[src/rtl/if_stage.sv]
// ---------------------------------------------------------------------------
// if_stage: instruction-fetch stage and IF/ID pipeline register.
//
// Holds the PC, drives the instruction-memory address, selects the next PC
// from the redirect sources and registers instruction, PC+4 and an interrupt
// tag into the IF/ID register consumed by decode.
//
// Ports:
//   clk            system clock
//   reset          synchronous active-low reset
//   oIMemAddr      instruction-memory address (current PC)
//   iIMemData      instruction word, combinational read of oIMemAddr
//   iStall         hold PC and IF/ID
//   iPCSrc         redirect select (0 = sequential)
//   iJumpIndex     J/JAL index field of the decode-stage instruction
//   iJumpBase      PC+4[31:28] of the decode-stage instruction
//   iJrTarget      register target for JR/JALR
//   iBranchTarget  taken-branch target from execute
//   iInterrupt     level interrupt request
//   oInstruction   IF/ID instruction
//   oPC_plus_4     IF/ID PC+4
//   oInterrupt     IF/ID interrupt tag
//   oStallCount    stalled-cycle counter (only with IF_STALL_CNT_EN)
//
// Optional feature: define IF_STALL_CNT_EN to add oStallCount.
// ---------------------------------------------------------------------------
module if_stage #(
    parameter logic [31:0] RESET_PC   = 32'h8000_0000,
    parameter logic [31:0] IRQ_VECTOR = 32'h8000_0004,
    parameter logic [31:0] EXC_VECTOR = 32'h8000_0008,
    parameter logic [31:0] NOP_WORD   = 32'h0000_0000
) (
    input  logic        clk,
    input  logic        reset,
    output logic [31:0] oIMemAddr,
    input  logic [31:0] iIMemData,
    input  logic        iStall,
    input  logic [2:0]  iPCSrc,
    input  logic [25:0] iJumpIndex,
    input  logic [3:0]  iJumpBase,
    input  logic [31:0] iJrTarget,
    input  logic [31:0] iBranchTarget,
    input  logic        iInterrupt,
    output logic [31:0] oInstruction,
    output logic [31:0] oPC_plus_4,
    output logic        oInterrupt
`ifdef IF_STALL_CNT_EN
    ,
    output logic [31:0] oStallCount
`endif
);

    logic [31:0] pc_q, pc_d;
    logic [31:0] instr_q, instr_d;
    logic [31:0] pc4_q, pc4_d;
    logic        irq_q, irq_d;
    logic        lockout_q, lockout_d;

    logic [31:0] pc_plus_4;
    logic [31:0] target;
    logic        redirect;
    logic        normal;
    logic        tag;

    // Bit 31 is the supervisor bit; sequential fetch never changes mode.
    assign pc_plus_4 = {pc_q[31], pc_q[30:0] + 31'd4};

    assign redirect = (iPCSrc != 3'd0);
    assign normal   = !redirect && !iStall;
    assign tag      = iInterrupt && !pc_q[31] && !lockout_q;

    always_comb begin
        target = pc_plus_4;
        unique case (iPCSrc)
            3'd1:    target = iBranchTarget;
            3'd2:    target = {iJumpBase, iJumpIndex, 2'b00};
            3'd3:    target = iJrTarget;
            3'd4:    target = IRQ_VECTOR;
            3'd5:    target = EXC_VECTOR;
            default: target = pc_plus_4;
        endcase
    end

    always_comb begin
        pc_d      = pc_q;
        instr_d   = instr_q;
        pc4_d     = pc4_q;
        irq_d     = irq_q;
        lockout_d = lockout_q;

        if (redirect) begin
            // Flush: the fetched word is discarded, even under stall.
            pc_d    = target;
            instr_d = NOP_WORD;
            pc4_d   = pc_plus_4;
            irq_d   = 1'b0;
        end else if (normal) begin
            pc_d    = pc_plus_4;
            instr_d = iIMemData;
            pc4_d   = pc_plus_4;
            irq_d   = tag;
            if (tag) begin
                lockout_d = 1'b1;
            end
        end

        // Servicing the interrupt re-arms tagging; clear beats set.
        if (iPCSrc == 3'd4) begin
            lockout_d = 1'b0;
        end
    end

    always_ff @(posedge clk) begin
        if (!reset) begin
            pc_q      <= RESET_PC;
            instr_q   <= NOP_WORD;
            pc4_q     <= RESET_PC + 32'd4;
            irq_q     <= 1'b0;
            lockout_q <= 1'b0;
        end else begin
            pc_q      <= pc_d;
            instr_q   <= instr_d;
            pc4_q     <= pc4_d;
            irq_q     <= irq_d;
            lockout_q <= lockout_d;
        end
    end

    assign oIMemAddr    = pc_q;
    assign oInstruction = instr_q;
    assign oPC_plus_4   = pc4_q;
    assign oInterrupt   = irq_q;

`ifdef IF_STALL_CNT_EN
    logic [31:0] stall_cnt_q;

    always_ff @(posedge clk) begin
        if (!reset) begin
            stall_cnt_q <= 32'd0;
        end else if (iStall && !redirect) begin
            stall_cnt_q <= stall_cnt_q + 32'd1;
        end
    end

    assign oStallCount = stall_cnt_q;
`endif

endmodule

[config.mk]
export PLATFORM = sky130hd
export DESIGN_NAME = if_stage
export DESIGN_NICKNAME = d
export VERILOG_FILES = /design/src/rtl/if_stage.sv
export SDC_FILE = /design/constraint.sdc
export NUM_CORES = 1
export LEC_CHECK = 0
export CAP_MARGIN = 20
export CORE_AREA = 10 10 114 136
export DETAILED_ROUTE_END_ITERATION = 6
export DIE_AREA = 0 0 124 146
export PLACE_DENSITY = 0.85
export SETUP_SLACK_MARGIN = 0.02
export SKIP_CTS_REPAIR_TIMING = 1
export SLEW_MARGIN = 5
export SYNTH_ARGS = -nofsm -noshare
export SYNTH_HDL_FRONTEND = slang
export SYNTH_SLANG_ARGS = --single-unit
export TNS_END_PERCENT = 10
[constraint.sdc]
create_clock -name clk -period 2.5 [get_ports clk]
set_clock_uncertainty 0.2 [all_clocks]
set_input_delay 0.375 -clock clk [delete_from_list [all_inputs] [get_ports clk]]
set_output_delay 0.375 -clock clk [all_outputs]
set_load 0.02 [all_outputs]
==> metrics <==
Reg2Reg Launch Point oIMemAddr[2]; largest net degree at the start of global routing 36; Setup TNS 0 ns; DR vias/cell 5.87; Max Cap Viol 0; Die Height 146 um; Congestion Overflow GR 0; top cells by area in the synthesized netlist dfxtp_1, o221a_2, a21oi_1; worst slew pin tran 0.581 ns; Iter 0 DRT Violations 537; Tcrit/Tclk final 92.7%; num ports 230; antenna violations before repair 1; CTS root buf clkbuf_16; drt first pass iters 6; Static Leak 3.20 nW; synthesized flop and latch total 98; insertion delay to the later sink of the worst-skew pair 0.35 ns; Worst-path clk slew 0.07 ns; final hold vios 0; crit path max fanout 8; drt wl/cell 22.0 um; Cells on Worst Hold Path 2; final design utilization 64.9%; Post-synth top flop dfxtp_1; CTS Buf Count 9; Post-Syn Nets 719; worst min path class reg2reg; Core ar. 0.0129 sq mm; cell accounting for the most synthesized area dfxtp_1; DR vias 5,867; RSZ-0062 raised after global routing false; Max VDD drop 0.000299 V; CTS tree done; layout net count 960; vias in the first global route 6,032; Seq/Total Area, Yosys 36.3%; Avg Cell Area, Syn 9.23 sq um; # rows 46; Total Wirelength 22,000 um; total power 4.12 mW; layout cell share with drive strength beyond 1 18.9%; WS Path Type reg2reg; residual DRC count 0; Startpoint Class register; worst path required time 2.55 ns; reg2reg path depth 5; Setup violations, final 0; H-tree Lvls 3; GRT Util Overall 23.6%; Port-buffer cells 229; gp weighted congestion 0.937; Die X 124 um; Synth Warn # 0; Crit. End Element register; post-detail-place hpwl 17,100 um; CTS Buffer Depth 2; post-synth cell types 74; Clock power frac 37.4%; fmax 432 MHz; fin. max-slew vios 0; Slew HR 61.2%; mapped cell area 0.00540 sq mm; EDFF count, synth 0; hold_sp oPC_plus_4[1]; Comb pwr share 21.7%; Int Pwr 3.01 mW; Reg power frac 40.9%; Power Density 490 mW/mm^2; min Tclk post-route 2.32 ns; crit path launch oIMemAddr[2]; remaining antenna violation count 0; Post-synth ARST share 0%; clk sinks 98; NetSw 1.11 mW; Die ar. 0.0181 sq mm; Post-Syn Instances 585; Net Sw Frac 26.9%; Arrival @ worst endpoint 2.36 ns; filler instances 1,064; status complete, no violations; Initial Util 41.7%; Area Growth Syn to Fin 55.7%; post-synth top area share 36.3%; first-pass GRT wire length 33,600 um
-- cell usage after synthesis (3+ instances only) --
| cell type | count |
|---|---|
| mux2_2 | 16 |
| nor3_2 | 3 |
| a21o_1 | 3 |
| o32a_1 | 3 |
| nor3_1 | 9 |
| o21ai_1 | 3 |
| o221a_2 | 33 |
| mux2i_1 | 10 |
| dfxtp_1 | 98 |
| a211oi_1 | 16 |
| o21ai_0 | 35 |
| nand4_1 | 10 |
| nor2b_1 | 3 |
| buf_2 | 20 |
| o22ai_1 | 11 |
| xor2_1 | 8 |
| nand3_1 | 9 |
| and4_1 | 5 |
| a21oi_1 | 52 |
| buf_4 | 9 |
| mux4_2 | 5 |
| nand2_1 | 40 |
| and3_1 | 3 |
| nand2b_1 | 4 |
| xnor2_1 | 19 |
| buf_6 | 7 |
| o21a_1 | 6 |
| inv_1 | 10 |
| o211ai_1 | 4 |
| a31oi_1 | 3 |
| buf_1 | 3 |
| nor2_1 | 34 |
| clkbuf_1 | 18 |
| nor4_4 | 3 |
| nor4_1 | 3 |
| a22oi_1 | 11 |
| a211o_1 | 4 |
-- registers in the layout (all words and copies together), names as in the netlist --
| signal | count |
|---|---|
| oIMemAddr | 32 |
| oInstruction | 32 |
| oPC_plus_4 | 32 |
| lockout_q | 1 |
| oInterrupt | 1 |
-- power groups by stage --
stage | combinational, mW | sequential [mW] | clock, mW
3_3_place_gp | 0.871 | 1.72 | 0
6_report | 0.896 | 1.68 | 1.54
2_1_floorplan | 0.337 | 1.78 | 0
5_1_grt | 0.953 | 1.69 | 1.61
3_5_place_dp | 0.886 | 1.72 | 0
4_1_cts | 0.891 | 1.68 | 1.55
-- worst max-delay path: stages, from the launching register on --
cell and delay [ns]:
dfxtp_1 0.48, ha_1 0.31, and3_1 0.30, nand3_1 0.21
or4_1 0.46, a41o_1 0.25
-- placed cells by master, fill, tap and decap left out, drive strengths merged, types with 5 or more instances in the layout --
master,count
clkdlybuf4s50,227
dfxtp,98
buf,61
a21oi,53
nand2,43
o21ai,39
nor2,34
o221a,33
xnor2,19
a211oi,16
mux2,16
nor3,12
nand3,12
a22oi,11
o22ai,11
nand4,11
inv,11
clkbuf,11
mux2i,10
xor2,8
nor4,8
and4,7
o21a,6
mux4,5
-- metrics by stage --
stage	std cells	setup WS, ns	area, sq um	hold WS [ns]
detailed placement	983	0.0269	8080	0.245
global placement	983	0.0668	8080	0.241
floorplan	585	0.297	5400	0.238
finish	1000	0.183	8410	0.259
CTS	999	0.212	8410	0.260
global route	1000	0.0911	8410	0.289
-- layer usage --
layer	vias to the layer above	part of all wire [%]	GRT usage [%]
li1	2709	-	-
met2	308	49	38.5
met4	0	3.6	9.63
met1	2791	38	28.3
met3	59	9.4	6.21
met5	-	0	0
-- area by class of cell --
class	count	area, sq um	share of cell area, %
diodes	1	2.50	0.0298
clock buffers	11	243	2.89
clock inverters	5	85.1	1.01
inverters	10	37.5	0.446
multi-input cells	419	3080	36.7
flip-flops and latches	98	1960	23.3
well taps	168	210	2.50
repair buffers	288	2790	33.1
-- kinds of logic after synthesis --
family,count (synthesis),synth area share (%)
and+or+nand+nor,153,17.3
muxes,31,7.28
AOI/OAI and AO/OA,207,27.7
buffers and inverters,68,6.81
xor gates and xnor gates,27,4.38
adders and majority gates,1,0.232
DFF,98,36.3
-- final timing paths --
path	end	slack (ns)
setup / recovery	oIMemAddr[24]	0.18
hold / removal	oPC_plus_4[1]	0.26
setup reg to reg	oIMemAddr[24]	0.18
hold reg to reg	oPC_plus_4[1]	0.26
Note: power is estimated with default switching activity, not from simulation.
